===== src/rtl/tile_map_pkg.sv =====
// Shared tile-map definitions: geometry, writer state encoding and the tile
// address function used by both the writer and the display fetch.
package tile_map_pkg;

    localparam int ADDR_W = 16;
    localparam int DATA_W = 16;
    localparam int PIC_W  = 9;
    localparam int GRID_W = 32;
    localparam int GRID_H = 16;
    localparam int X_W    = 5;
    localparam int Y_W    = 4;
    localparam int W_W    = 6;
    localparam int H_W    = 5;

    typedef enum logic [1:0] {
        ST_IDLE  = 2'd0,
        ST_WRITE = 2'd1,
        ST_DONE  = 2'd2
    } tm_state_e;

    // start + x + y*row_length, wrapping modulo 2^ADDR_W
    function automatic logic [ADDR_W-1:0] tile_addr(
        input logic [ADDR_W-1:0] start_address,
        input logic [ADDR_W-1:0] row_length,
        input logic [X_W-1:0]    x,
        input logic [Y_W-1:0]    y
    );
        logic [ADDR_W-1:0] row_offset;
        row_offset = row_length * {{(ADDR_W-Y_W){1'b0}}, y};
        return start_address + {{(ADDR_W-X_W){1'b0}}, x} + row_offset;
    endfunction

endpackage


===== src/rtl/tile_rect_counter.sv =====
// Column/row walker for a rectangle clipped to the tile grid; flags empty
// rectangles at capture and the row-end / last-tile positions while walking.
module tile_rect_counter
    import tile_map_pkg::*;
(
    input  logic           clk,
    input  logic           reset,
    input  logic           load,
    input  logic           advance,
    input  logic [X_W-1:0] cmd_x,
    input  logic [Y_W-1:0] cmd_y,
    input  logic [W_W-1:0] cmd_width,
    input  logic [H_W-1:0] cmd_height,
    output logic           empty,
    output logic           row_end,
    output logic           last
);

    logic [W_W-1:0] eff_w_d, eff_w_q;
    logic [H_W-1:0] eff_h_d, eff_h_q;
    logic [X_W-1:0] col_d, col_q;
    logic [Y_W-1:0] row_d, row_q;
    logic [W_W-1:0] room_w, clip_w;
    logic [H_W-1:0] room_h, clip_h;

    // Clip the requested size against the space left in the grid
    always_comb begin
        room_w  = W_W'(GRID_W) - {1'b0, cmd_x};
        room_h  = H_W'(GRID_H) - {1'b0, cmd_y};
        clip_w  = (cmd_width  < room_w) ? cmd_width  : room_w;
        clip_h  = (cmd_height < room_h) ? cmd_height : room_h;
        empty   = (clip_w == 6'd0) || (clip_h == 5'd0);
        row_end = (({1'b0, col_q} + 6'd1) == eff_w_q);
        last    = row_end && (({1'b0, row_q} + 5'd1) == eff_h_q);
    end

    // Next column/row position
    always_comb begin
        eff_w_d = eff_w_q;
        eff_h_d = eff_h_q;
        col_d   = col_q;
        row_d   = row_q;
        if (load) begin
            eff_w_d = clip_w;
            eff_h_d = clip_h;
            col_d   = 5'd0;
            row_d   = 4'd0;
        end else if (advance) begin
            if (row_end) begin
                col_d = 5'd0;
                row_d = row_q + 4'd1;
            end else begin
                col_d = col_q + 5'd1;
            end
        end else begin
            col_d = col_q;
        end
    end

    // Counter registers
    always_ff @(posedge clk) begin
        if (reset) begin
            eff_w_q <= 6'd0;
            eff_h_q <= 5'd0;
            col_q   <= 5'd0;
            row_q   <= 4'd0;
        end else begin
            eff_w_q <= eff_w_d;
            eff_h_q <= eff_h_d;
            col_q   <= col_d;
            row_q   <= row_d;
        end
    end

endmodule


===== src/rtl/tile_map_writer.sv =====
// Rectangle-fill writer for the tile map: walks a clipped rectangle and writes
// one picture number per tile through the arbitrated memory port.
module tile_map_writer
    import tile_map_pkg::*;
(
    input  logic              clk,
    input  logic              reset,
    input  logic              cmd_valid,
    output logic              cmd_ready,
    input  logic [ADDR_W-1:0] cmd_start_address,
    input  logic [ADDR_W-1:0] cmd_row_length,
    input  logic [X_W-1:0]    cmd_x,
    input  logic [Y_W-1:0]    cmd_y,
    input  logic [W_W-1:0]    cmd_width,
    input  logic [H_W-1:0]    cmd_height,
    input  logic [PIC_W-1:0]  cmd_pic_num,
    input  logic              cmd_incr,
    output logic              mem_we,
    output logic [ADDR_W-1:0] mem_addr,
    output logic [DATA_W-1:0] mem_wdata,
    input  logic              mem_ack,
    output logic              busy,
    output logic              done
);

    tm_state_e         state_d, state_q;
    logic [ADDR_W-1:0] addr_d, addr_q;
    logic [ADDR_W-1:0] row_base_d, row_base_q;
    logic [ADDR_W-1:0] row_length_d, row_length_q;
    logic [PIC_W-1:0]  pic_d, pic_q;
    logic              incr_d, incr_q;
    logic              accept, advance, empty, row_end, last;

    assign accept  = cmd_valid && (state_q == ST_IDLE);
    assign advance = mem_ack && (state_q == ST_WRITE);

    tile_rect_counter u_rect (
        .clk        (clk),
        .reset      (reset),
        .load       (accept),
        .advance    (advance),
        .cmd_x      (cmd_x),
        .cmd_y      (cmd_y),
        .cmd_width  (cmd_width),
        .cmd_height (cmd_height),
        .empty      (empty),
        .row_end    (row_end),
        .last       (last)
    );

    // FSM next state plus address / picture sequencing
    always_comb begin
        state_d      = state_q;
        addr_d       = addr_q;
        row_base_d   = row_base_q;
        row_length_d = row_length_q;
        pic_d        = pic_q;
        incr_d       = incr_q;
        case (state_q)
            ST_IDLE: begin
                if (accept) begin
                    addr_d       = tile_addr(cmd_start_address, cmd_row_length, cmd_x, cmd_y);
                    row_base_d   = tile_addr(cmd_start_address, cmd_row_length, cmd_x, cmd_y);
                    row_length_d = cmd_row_length;
                    pic_d        = cmd_pic_num;
                    incr_d       = cmd_incr;
                    state_d      = empty ? ST_DONE : ST_WRITE;
                end else begin
                    state_d = ST_IDLE;
                end
            end
            ST_WRITE: begin
                if (advance) begin
                    if (last) begin
                        state_d = ST_DONE;
                    end else begin
                        // row_base tracks the first tile of the current row (x included)
                        if (row_end) begin
                            row_base_d = row_base_q + row_length_q;
                            addr_d     = row_base_q + row_length_q;
                        end else begin
                            addr_d = addr_q + 16'd1;
                        end
                        if (incr_q) begin
                            pic_d = pic_q + 9'd1;
                        end else begin
                            pic_d = pic_q;
                        end
                    end
                end else begin
                    state_d = ST_WRITE;
                end
            end
            ST_DONE: begin
                state_d = ST_IDLE;
            end
            default: begin
                state_d = ST_IDLE;
            end
        endcase
    end

    // State, address and picture registers
    always_ff @(posedge clk) begin
        if (reset) begin
            state_q      <= ST_IDLE;
            addr_q       <= 16'd0;
            row_base_q   <= 16'd0;
            row_length_q <= 16'd0;
            pic_q        <= 9'd0;
            incr_q       <= 1'b0;
        end else begin
            state_q      <= state_d;
            addr_q       <= addr_d;
            row_base_q   <= row_base_d;
            row_length_q <= row_length_d;
            pic_q        <= pic_d;
            incr_q       <= incr_d;
        end
    end

    assign cmd_ready = (state_q == ST_IDLE);
    assign mem_we    = (state_q == ST_WRITE);
    assign busy      = (state_q != ST_IDLE);
    assign done      = (state_q == ST_DONE);
    assign mem_addr  = addr_q;
    assign mem_wdata = {{(DATA_W-PIC_W){1'b0}}, pic_q};

endmodule


===== config.mk =====
export PLATFORM = sky130hd
export DESIGN_NAME = tile_map_writer
export DESIGN_NICKNAME = d
export VERILOG_FILES = /design/src/rtl/tile_map_pkg.sv /design/src/rtl/tile_rect_counter.sv /design/src/rtl/tile_map_writer.sv
export SDC_FILE = /design/constraint.sdc
export NUM_CORES = 1
export LEC_CHECK = 0
export ABC_CLOCK_PERIOD_IN_PS = 7300
export CAP_MARGIN = 20
export CORE_MARGIN = 8
export CORE_UTILIZATION = 55
export DETAILED_ROUTE_END_ITERATION = 16
export GPL_TIMING_DRIVEN = 0
export PLACE_DENSITY = 0.8
export SLEW_MARGIN = 20
export SYNTH_ARGS = -nofsm -noshare
export SYNTH_HDL_FRONTEND = slang
export SYNTH_SLANG_ARGS = --single-unit

===== constraint.sdc =====
create_clock -name clk -period 7.3 [get_ports clk]
set_input_delay 2.19 -clock clk [delete_from_list [all_inputs] [get_ports clk]]
set_output_delay 2.19 -clock clk [all_outputs]
set_load 0.01 [all_outputs]

==> results.md <==
- R2r startpoint: row_base_q[0]
- Root Buffer: clkbuf_16
- Post-synthesis mux area share: 2.27%
- Number of global-route vias before repair: 6994
- Clock latency at the later pin of the worst-skew pair: 0.34 ns
- Clock skew: 0.00690 ns
- Die Span X: 133 µm
- Synthesis Warnings: 0
- Layout Utilization: 66.2%
- Worst Hold Class: register to register
- Die area: 17700 µm²
- Initial antenna violation count: 0
- Simple-Gate Fraction of Synth Area: 20.6%
- VDD IR-drop max: 0.109 mV
- DRC: 0
- DR pass1 iterations: 6
- PwrDens: 244 nW/µm²
- P_leak: 3.94 nW
- Hold Path Origin: row_length_q[9]
- Most common cell after layout, fill and taps aside: inv_1
- Clock slew at reported path FFs: 0.06 ns
- Worst-case reg-to-reg path depth: 11
- First-pass GRT wire length: 33.8 mm
- Post-CTS setup buffers: 0
- Worst Hold Path EP: row_length_q[9]
- Rel. slew slack: 46.8%
- First-iteration detailed-routing DRC count: 517
- Row cnt: 43
- Ant diodes: 0
- Largest net degree at the start of global routing: 14
- Mapped Area: 7550 µm²
- Clk buf depth: 2
- Total CTS buffers: 9
- Post-CTS Hold Fix Bufs: 0
- Main combinational cell family by area after synthesis: adder cells
- Sequential area share after synthesis: 21.2%
- Gate count after technology mapping: 948
- Required @ worst endpoint: 7.55 ns
- CTS tree: done
- Post-synth ARST share: 0%
- Primary FF master, synth: dfxtp_1
- Die Span Y: 133 µm
- GP Congestion: 0.935
- Nets: 1225
- Compound-Gate Fraction of Synth Area: 19.7%
- Routed WL per cell: 16.4 µm
- Hold path depth: 2
- Post-synth EDFFs: 0
- Worst r2r dst: row_base_q[14]
- Overall routed net length: 20.3 mm
- Global router's overall resource usage: 23.1%
- Htree depth: 3
- Period minus WS final: 7.03 ns
- Yosys reg bits: 80
- Dpl hpwl: 16.2 mm
- Synth Area in Adders: 21.1%
- Yosys cell types: 66
- Status: finished clean
- Fraction of layout cells with a size suffix above 1: 4.80%
- Critical Path AT: 7.28 ns
- RSZ-0062 raised after global routing: false
- Final Max Slew Viols: 0
- # IOs: 102
- Vias: 7077
- Tcrit/Tclk final: 96.2%
- Commonest non-fill, non-tap cells in the layout: inv_1 (103), nand2_1 (100), clkdlybuf4s50_1 (93)
- Syn Area/Cell: 7.97 µm²
- Final hold violations: 0
- Core area: 13700 µm²
- CTS sink cnt: 80
- Post-route ant nets: 0
- Max Fclk: 0.142 GHz
- Setup crit end kind: register
- Cts repair resizes: 0
- Max FO, Critical Path: 10
- GRT overflow: 0
- Setup violations, final: 0
- CP Launch Type: input pin
- Synth Area in XOR/XNOR: 6.61%
- Pwr Total: 0.00220 W
- Max_cap viols: 0
- Hold Worst Slack: 0.456 ns
- Worst R2R Setup Slack: 4.30 ns
- Initial core utilization: 55.3%
- Vias/cell: 5.69
- Critical Path Source: cmd_y[0]
- IO Port Bufs: 93
- Area delta synth->final: 19.8%
- Setup CP Type: input pin to register
- Tightest Pin Transition: 0.778 ns
==> synthesized netlist by cell type (all sizes together), types with 4 or more instances <==
master   number  area share [%]
o32ai         9             1.0
o21ai        25             1.7
a31oi        12            0.99
nand4         9            0.83
a21o          9            0.89
nor2b         6            0.50
o211a         7            0.93
a21oi        79             5.2
nand2b       16             1.3
o31ai         6            0.78
nand3b        4            0.40
dfxtp        80              21
a211oi       27             2.9
xnor2        35             4.1
buf          19             1.6
o21a         12             1.2
fa           44              12
nand3        20             1.3
nor3         16             1.1
inv         103             5.1
nor2         70             3.5
o22ai         5            0.41
clkbuf       34             1.7
mux2i        16             2.1
o211ai        4            0.40
and2         52             4.3
xor2         22             2.6
or2           4            0.33
nand2       101             5.1
a2111oi       6             1.0
ha           57             9.4
==> sequential cells by signal, indices dropped and copies added (netlist names) <==
name            flops
mem_addr           16
row_base_q         16
row_length_q       16
pic_q               9
u_rect.eff_w_q      6
u_rect.col_q        5
u_rect.eff_h_q      5
u_rect.row_q        4
state_q             2
incr_q              1
==> critical path: stages <==
cell	delay, ns
clkdlybuf4s50_1	0.47
clkbuf_1	0.42
clkbuf_2	0.34
nand2_1	0.11
fa_1	0.48
inv_1	0.04
ha_1	0.26
inv_1	0.05
fa_1	0.46
inv_1	0.07
ha_1	0.16
inv_1	0.05
fa_1	0.39
nor2b_1	0.17
o2111ai_1	0.15
and4b_1	0.24
o311ai_0	0.40
a21oi_1	0.15
xnor2_1	0.27
a21oi_1	0.15
a211oi_1	0.24
==> power breakdown <==
part,switching [W],leakage [nW],internal (W),total [W]
clock,0.000185,0.156,0.000298,0.000484
sequential,0.0000706,0.658,0.000506,0.000577
combinational,0.000651,3.12,0.000492,0.00114
==> stage by stage <==
| stage | instance area, µm² | TNS, ns | worst slack (ns) | instances |
|---|---|---|---|---|
| 3_5_place_dp | 8730 | -1.11 | -0.206 | 1227 |
| 4_1_cts | 9040 | 0 | 0.142 | 1243 |
| 6_report | 9050 | 0 | 0.275 | 1243 |
| 3_3_place_gp | 8730 | -0.377 | -0.101 | 1227 |
| 5_1_grt | 9050 | 0 | 0.00225 | 1243 |
| 2_1_floorplan | 7570 | 0 | 0.802 | 954 |
==> layout make-up <==
class | count | area, µm²
Multi-Input combinational cell | 718 | 5340
Fill cell | 1215 | 4620
Sequential cell | 80 | 1600
Timing Repair Buffer | 93 | 931
Inverter | 103 | 387
Buffer | 53 | 253
Clock buffer | 10 | 229
Tap cell | 180 | 225
Clock inverter | 6 | 83.8
==> worst max path at each step <==
stage,to,slack (ns)
after floorplan,mem_addr[11],0.80
after global placement,mem_addr[11],-0.10
after detailed placement,mem_addr[11],-0.21
after CTS,mem_addr[11],0.14
after global routing,row_base_q[14],0.002
final,row_base_q[14],0.27
==> cell families after synthesis <==
logic type | Yosys count
AO/OA/AOI/OAI | 219
XOR/XNOR | 57
multiplexers | 17
flip-flops | 80
other | 1
adder cells (fa/ha/maj) | 101
buffers and inverters | 156
AND/OR/NAND/NOR | 317
==> per-layer routing <==
layer	wire, µm	global-route usage [%]	vias up
met2	9160	38.1	299
met1	9170	29.9	3292
li1	-	-	3449
met3	1530	3.69	37
met5	0	0	-
met4	492	7.92	0
Note: power is estimated with default switching activity, not from simulation.
